**config.mk**
```make
export PLATFORM = sky130hd
export DESIGN_NAME = mlp_dot_mac
export DESIGN_NICKNAME = d
export VERILOG_FILES = /design/src/rtl/mlp_dot_mac.sv
export SDC_FILE = /design/constraint.sdc
export NUM_CORES = 2
export LEC_CHECK = 0
export CORE_AREA = 2 2 297 299
export DETAILED_ROUTE_END_ITERATION = 10
export DIE_AREA = 0 0 299 301
export GPL_TIMING_DRIVEN = 1
export PLACE_DENSITY = 0.75
export SLEW_MARGIN = 25
export SYNTH_ARGS = -nofsm -noshare
export SYNTH_HDL_FRONTEND = slang
export SYNTH_SLANG_ARGS = --single-unit
export TNS_END_PERCENT = 5
```
**constraint.sdc**
```tcl
create_clock -name clk -period 37 [get_ports clk]
set_input_delay 7.4 -clock clk [delete_from_list [all_inputs] [get_ports clk]]
set_output_delay 7.4 -clock clk [all_outputs]
set_load 0.03 [all_outputs]
```
**src/rtl/mlp_dot_mac.sv**
```systemverilog
// Weight-row consumer: fetches one BRAM weight row, computes a lane-serial
// unsigned dot product with the latched activations, and requantizes it.
module mlp_dot_mac #(
    parameter int DATA_WIDTH      = 8,
    parameter int MAX_OUTPUT_SIZE = 32,
    parameter int ADDR_WIDTH      = 3,
    parameter int LANES           = 4,
    parameter int ACC_WIDTH       = 24,
    parameter int FETCH_LAT       = 2
) (
    input  logic                                         clk,
    input  logic                                         rst,
    input  logic                                         start,
    input  logic [ADDR_WIDTH-1:0]                        row_addr,
    input  logic [$clog2(MAX_OUTPUT_SIZE+1)-1:0]         vec_len,
    input  logic [4:0]                                   shift,
    input  logic [MAX_OUTPUT_SIZE-1:0][DATA_WIDTH-1:0]   act_in,
    output logic                                         read_en,
    output logic [ADDR_WIDTH-1:0]                        rd_addr,
    input  logic [MAX_OUTPUT_SIZE-1:0][DATA_WIDTH-1:0]   wt_in,
    input  logic                                         wt_ready,
    output logic                                         busy,
    output logic                                         done,
    output logic [ACC_WIDTH-1:0]                         acc_out,
    output logic [DATA_WIDTH-1:0]                        q_out,
    output logic                                         sat,
    output logic [1:0]                                   dbg_state
);
    localparam int LEN_W = $clog2(MAX_OUTPUT_SIZE + 1);
    localparam int IDX_W = $clog2(MAX_OUTPUT_SIZE);
    localparam int FC_W  = $clog2(FETCH_LAT + 1);
    localparam int PW    = 2 * DATA_WIDTH;
    localparam logic [ACC_WIDTH-1:0] Q_MAX = ACC_WIDTH'((2 ** DATA_WIDTH) - 1);

    typedef enum logic [1:0] {IDLE, FETCH, MAC, DONE} state_t;

    state_t                                     state, state_next;
    logic [ADDR_WIDTH-1:0]                      addr_r;
    logic [LEN_W-1:0]                           vlen_r, vlen_clamped, idx, elem;
    logic [4:0]                                 shift_r;
    logic [MAX_OUTPUT_SIZE-1:0][DATA_WIDTH-1:0] act_r, wt_r;
    logic [ACC_WIDTH-1:0]                       acc, lane_sum, acc_next, shifted;
    logic [PW-1:0]                              prod;
    logic [FC_W-1:0]                            fcnt;
    logic                                       go_mac, last_mac, sat_next;

    // Handshake: start is taken only while busy=0; done marks acc_out/q_out/sat
    // valid for exactly one cycle, and they hold until the next done or reset.
    assign busy      = (state != IDLE);
    assign read_en   = (state == FETCH);
    assign rd_addr   = addr_r;
    assign dbg_state = state;

    assign vlen_clamped = (vec_len > LEN_W'(MAX_OUTPUT_SIZE)) ? LEN_W'(MAX_OUTPUT_SIZE) : vec_len;
    assign go_mac       = (fcnt >= FC_W'(FETCH_LAT)) && wt_ready;
    assign last_mac     = (idx + LEN_W'(LANES)) >= vlen_r;

    // Lanes past vec_len are masked so stale row data never reaches the sum.
    always_comb begin
        lane_sum = '0;
        elem     = '0;
        prod     = '0;
        for (int l = 0; l < LANES; l++) begin
            elem = idx + LEN_W'(l);
            prod = PW'(act_r[elem[IDX_W-1:0]]) * PW'(wt_r[elem[IDX_W-1:0]]);
            if (elem < vlen_r)
                lane_sum = lane_sum + ACC_WIDTH'(prod);
        end
    end

    assign acc_next = acc + lane_sum;
    assign shifted  = acc_next >> shift_r;
    assign sat_next = shifted > Q_MAX;

    always_comb begin
        state_next = state;
        case (state)
            IDLE:  if (start) state_next = (vlen_clamped == '0) ? DONE : FETCH;
            FETCH: if (go_mac) state_next = MAC;
            MAC:   if (last_mac) state_next = DONE;
            DONE:  state_next = IDLE;
            default: state_next = IDLE;
        endcase
    end

    always_ff @(posedge clk or negedge rst) begin
        if (!rst) begin
            state   <= IDLE;
            addr_r  <= '0;
            vlen_r  <= '0;
            shift_r <= '0;
            act_r   <= '0;
            wt_r    <= '0;
            acc     <= '0;
            idx     <= '0;
            fcnt    <= '0;
            done    <= 1'b0;
            acc_out <= '0;
            q_out   <= '0;
            sat     <= 1'b0;
        end else begin
            state <= state_next;
            done  <= 1'b0;
            case (state)
                IDLE: if (start) begin
                    addr_r  <= row_addr;
                    vlen_r  <= vlen_clamped;
                    shift_r <= shift;
                    act_r   <= act_in;
                    acc     <= '0;
                    idx     <= '0;
                    fcnt    <= FC_W'(1);
                    if (vlen_clamped == '0) begin
                        acc_out <= '0;
                        q_out   <= '0;
                        sat     <= 1'b0;
                        done    <= 1'b1;
                    end
                end
                FETCH: begin
                    if (go_mac)
                        wt_r <= wt_in;
                    else if (fcnt < FC_W'(FETCH_LAT))
                        fcnt <= fcnt + FC_W'(1);
                end
                MAC: begin
                    acc <= acc_next;
                    idx <= idx + LEN_W'(LANES);
                    if (last_mac) begin
                        acc_out <= acc_next;
                        q_out   <= sat_next ? '1 : shifted[DATA_WIDTH-1:0];
                        sat     <= sat_next;
                        done    <= 1'b1;
                    end
                end
                default: ;
            endcase
        end
    end
endmodule

```
After elaboration in Yosys (flattened, before gate mapping)
Index checks and enable logic that the tools add are counted. W data, S select, Z words.

Register bits after elaboration: 594. Output and inout port bits: 41. Word-level logic and storage cells: 174.

Add/sub/neg operators: 9. Multiply operators: 4. $lt $le $gt $ge: 13. Eq/ne operators: 9. Shift operators: 1. Multiplexer cells: 51. Reductions and logical operators: 12.

Operator list (number): $bmux W8 S5 (8); $mux W24 (7); $mux W8 (12); $pmux W24 S2 (2); $add A24 B16 Y24 (3); $mul A8 B8 Y16 (4); $add A24 B24 Y24 (1); $gt A24 B8 Y1 const B (1); $lt A5 B6 Y1 const B (4); $lt A6 B6 Y1 (4); $shr A24 B5 Y24 (1); $mux W16 (1); $pmux W8 S2 (1); $mux W2 (7); $add A6 B2 Y6 const B (2); $mux W6 (2); $pmux W6 S2 (1); $ne A2 B2 Y1 const B (4); $pmux W2 S4 (1); $reduce_and A4 Y1 (2); $add A6 B1 Y6 const B (1); $add A6 B3 Y6 const B (1); $ge A6 B6 Y1 (1); $gt A6 B6 Y1 const B (1); 15 further kinds (27).

Logic depth before layout (Yosys ltp)
Depth after elaboration: 16. Depth in mapped cells: 72.

Least setup slack after synthesis
Ideal clock, no wire load.

Path kind: reg2reg. From: register idx[2]. To: register q_out[6]. Setup time: 0.124 ns. Arrival time: 17.782 ns. Required time: 36.876 ns. Slack: 19.094 ns. Cell stages (with the launch flop): 64. Period minus slack after synthesis: 17.906 ns. Cell sequence: dfrtp_1 clkbuf_1 clkbuf_1 buf_1 clkbuf_1 mux4_2 mux2i_1 nor2_1 fa_1 fa_1 fa_1 fa_1 ha_1 a21oi_1 xnor2_1 nand2_1 fa_1 fa_1 [... 28 more ...] a21oi_1 o41ai_1 xor2_1 a22o_1 a21oi_1 ha_1 buf_6 a21oi_1 o21ai_1 or3_1 a41oi_2 nor3_1 or2_1 o32a_1 o41a_1 o41ai_4 nand2_2 a211o_1.

Cells in the longest elaborated chain, start to end: 16. Elaborated cells on any way between the ends: 44. Classes of those cells: add/sub (8); mul (4); order compare (6); eq/ne (1); shift (1); mux (23); reduce/logical (1).

RTL lines: from (decl) (line 39) `logic [LEN_W-1:0] vlen_r, vlen_clamped, idx, elem;`; from (signal assigned) (line 128) `idx <= idx + LEN_W'(LANES);`; $add A6 B1 Y6 or $bmux W8 S5 (tied branches) (line 64, 65); $bmux W8 S5 or $mux W8 (tied branches) (line 65) `prod = PW'(act_r[elem[IDX_W-1:0]]) * PW'(wt_r[elem[IDX_W-1:0]]);`; $mux W8 (not written as such) or $mul A8 B8 Y16 (tied branches) (line 65); $mul A8 B8 Y16 or $mux W16 (tied branches) (line 65, 66); $add A24 B16 Y24 (line 67) `lane_sum = lane_sum + ACC_WIDTH'(prod);`; $mux W24 (line 66) `if (elem < vlen_r)`; $add A24 B16 Y24 (line 67); $mux W24 (line 66); $add A24 B16 Y24 (line 67); $mux W24 (line 66); $add A24 B24 Y24 (line 71) `assign acc_next = acc + lane_sum;`; $shr A24 B5 Y24 (line 72) `assign shifted = acc_next >> shift_r;`; $gt A24 B8 Y1 (line 73) `assign sat_next = shifted > Q_MAX;`; $mux W8 (line 131) `q_out <= sat_next ? '1 : shifted[DATA_WIDTH-1:0];`; $mux W8 (line 129) `if (last_mac) begin`; $pmux W8 S2 (line 104) `case (state)`; to (signal assigned) (line 131); to (decl) (line 25) `output logic [DATA_WIDTH-1:0] q_out,`.

Several ways; a longest one is shown, not always the timed one. The select of a mux whose other input is x is not followed. A chain may end at the register's enable or synchronous reset.

Worst setup path in the final report
Ends and elaborated chain as after synthesis.

==> flow_summary.json <==
{
  "run_status": "finished clean",
  "critPathMaxStageDelay_ps": 800,
  "cts_tree": "done",
  "max_cap_violations": 0,
  "wl_met1_microns": 45700,
  "dieArea_sq_um": 90000,
  "synthCells": 3237,
  "ys_seq_area_share_pct": 38.2,
  "worst_slew_pin_slew_ps": 1140,
  "hold_buffers": 0,
  "setup_viol": 0,
  "ant_nets": 0,
  "synth_warnings": 0,
  "synthXorXnorAreaFrac_pct": 1.44,
  "area_growth_pct": 24.3,
  "wl_met3_microns": 7990,
  "yosysMostFrequentCell": "dfrtp_1",
  "drc_errors": 0,
  "core.rowCount": 108,
  "final_nets": 4674,
  "yosys.area.top_type": "dfrtp_1",
  "rsz0062_at_grt": "no",
  "ios": 571,
  "whs_ps": 481,
  "skew_ps": 42.1,
  "slew-limit-headroom_pct": 23.8,
  "grt_pass1_vias": 28967,
  "hp-class": "reg2reg",
  "synthArstFlopShare_pct": 100,
  "yosys.area_share.adder_pct": 16.1,
  "crit_path_frequent_cell": "fa_1",
  "cts_made_buffers": 66,
  "cts_resized": 0,
  "highest_layer": "met5",
  "grt_antenna_before_repair": 58,
  "crit_path_end_kind": "flop",
  "via_count": 27467,
  "r2r_slack_ps": 17060,
  "fin_cells": 5007,
  "synth_compound_gate_area_share_pct": 7.03,
  "synth_simple_gate_area_share_pct": 6.82,
  "clk_pin_slew_worst_paths_ps": 60,
  "synth_commonest_cells": "592 x dfrtp_1, 584 x mux2_2, 307 x inv_1",
  "drtIter0Drc": 1529,
  "clock-root-buffer": "clkbuf_16",
  "place_inst": 4846,
  "netlist_top_cells_area": "dfrtp_1 38%, mux2_2 17%, fa_1 9.7%, mux4_2 7.6%, ha_1 6.4%",
  "grt_pass1_wl_microns": 174000,
  "ys.flop_type": "dfrtp_1",
  "min_period_ps": 19940,
  "drt-total-wl_microns": 114000,
  "die_y_microns": 301,
  "gp_congestion": 0.912,
  "avgSynthCellArea_sq_um": 12.0,
  "grt_max_degree": 191,
  "synth.distinct_cells": 82,
  "cts_max_level": 3,
  "portBuffers": 570,
  "firstDrtPassIters": 5,
  "cts.path.max_buffers": 3,
  "crit_fanout": 75,
  "final.period_utilization_pct": 53.9,
  "synth_top_family_by_area": "multiplexers",
  "grt_use_total_pct": 25.4,
  "clk_latency_ps": 650,
  "synth_seq_cells": 592,
  "wl_per_cell_microns": 22.8,
  "crit_type": "reg2reg",
  "floorplan.initialDensity_pct": 44.8,
  "postCtsSetupBuffers": 0,
  "cts_sinks": 592,
  "slew_viol_final": 0,
  "coreArea_sq_um": 86500,
  "die_w_microns": 299,
  "avgViaCountPerCell": 5.49,
  "drive_gt1_share_pct": 23.6,
  "syn_area_sq_um": 38800,
  "worstPathRequired_ps": 37520,
  "synth_top_area_share_pct": 38.2,
  "critPathArrivalTime_ps": 20460,
  "synthMuxAreaShare_pct": 25.9,
  "synth_edf_count": 0,
  "finalCoreUtilization_pct": 55.7,
  "final_hold_viol_count": 0,
  "cp_slowest_cell": "dfrtp_4",
  "cp-start-kind": "flop",
  "grt_overflow_total": 0,
  "syn_nets": 4152,
  "place_hpwl_microns": 88000,
  "fmax_ghz": 0.0501,
  "wl_met2_microns": 56000,
  "tns_ps": 0
}
[sequential cells by signal, summed over array words and instances, names as in the netlist, 3 cells and up]
| register | count |
|---|---|
| act_r | 256 |
| wt_r | 256 |
| acc | 24 |
| acc_out | 24 |
| q_out | 8 |
| vlen_r | 6 |
| shift_r | 5 |
| idx | 4 |
| rd_addr | 3 |
[metrics by stage]
| stage | area, sq um | setup slack, ps |
|---|---|---|
| 6_report | 48200 | 17060 |
| 5_1_grt | 48200 | 15800 |
| 4_1_cts | 48100 | 16880 |
| 3_5_place_dp | 45700 | 16900 |
| 3_3_place_gp | 45700 | 17400 |
| 2_1_floorplan | 38800 | 19090 |
[final cells by class]
cell class                      count  area, sq um
Inverter                          308         1160
Tap cell                         1155         1450
Sequential cell                   592        14800
Clock inverter                     30          483
Antenna cell                       41          103
Clock buffer                       90         1920
Timing Repair Buffer              608         6060
Fill cell                        7338        38300
Multi-Input combinational cell   2183        22200
[critical path, delay by kind of cell, from the launching register on]
kind            cells  cell delay (ps)
flops               1              800
compound gates     17             4760
buf+inv             9             1550
simple gates        5              540
mux                 4             1650
fa+ha+maj          21             9510
xor+xnor            4              760
[placed cells by master, fill, tap and decap left out, drive strengths merged, types with 39 or more instances in the layout]
cell and n:
a21oi 87, nor2b 43, buf 39, mux2i 50
a22o 39, dfrtp 592, nand2 202, nand2b 40
mux4 131, ha 197, fa 188, o21ai 94
inv 312, clkbuf 90, xnor2 43, clkdlybuf4s50 569
diode 41, mux2 584, nor2 162
[path summary, 6_finish.rpt]
kind	start	to	cells past startpoint
setup reg to reg	idx[2]	q_out[6]	60
min in group asynchronous	rst	wt_r[159]	1
max in group asynchronous	rst	dbg_state[0]	5
hold / removal	acc_out[11]	acc_out[11]	2
setup / recovery	idx[2]	q_out[6]	60
hold reg to reg	acc_out[11]	acc_out[11]	2
[metal layers]
metal	GRT usage [%]	vias to the layer above
li1	-	12444
met1	31.3	13962
met2	42.6	812
met3	6.72	211
met4	9.86	38
met5	0	-
[cells by family (layout without fill, tap and decap cells)]
family / Yosys count / in the layout
multiplexers: 765 / 765
flip-flops: 592 / 592
AND/OR/NAND/NOR: 572 / 572
buffers and inverters: 462 / 1036
AO/OA/AOI/OAI: 398 / 398
adder cells (fa/ha/maj): 385 / 385
XOR/XNOR: 63 / 63
other: 0 / 41
Power is not shown: default switching activity piles up to over one toggle a cycle in this logic, so the estimate is an artifact.
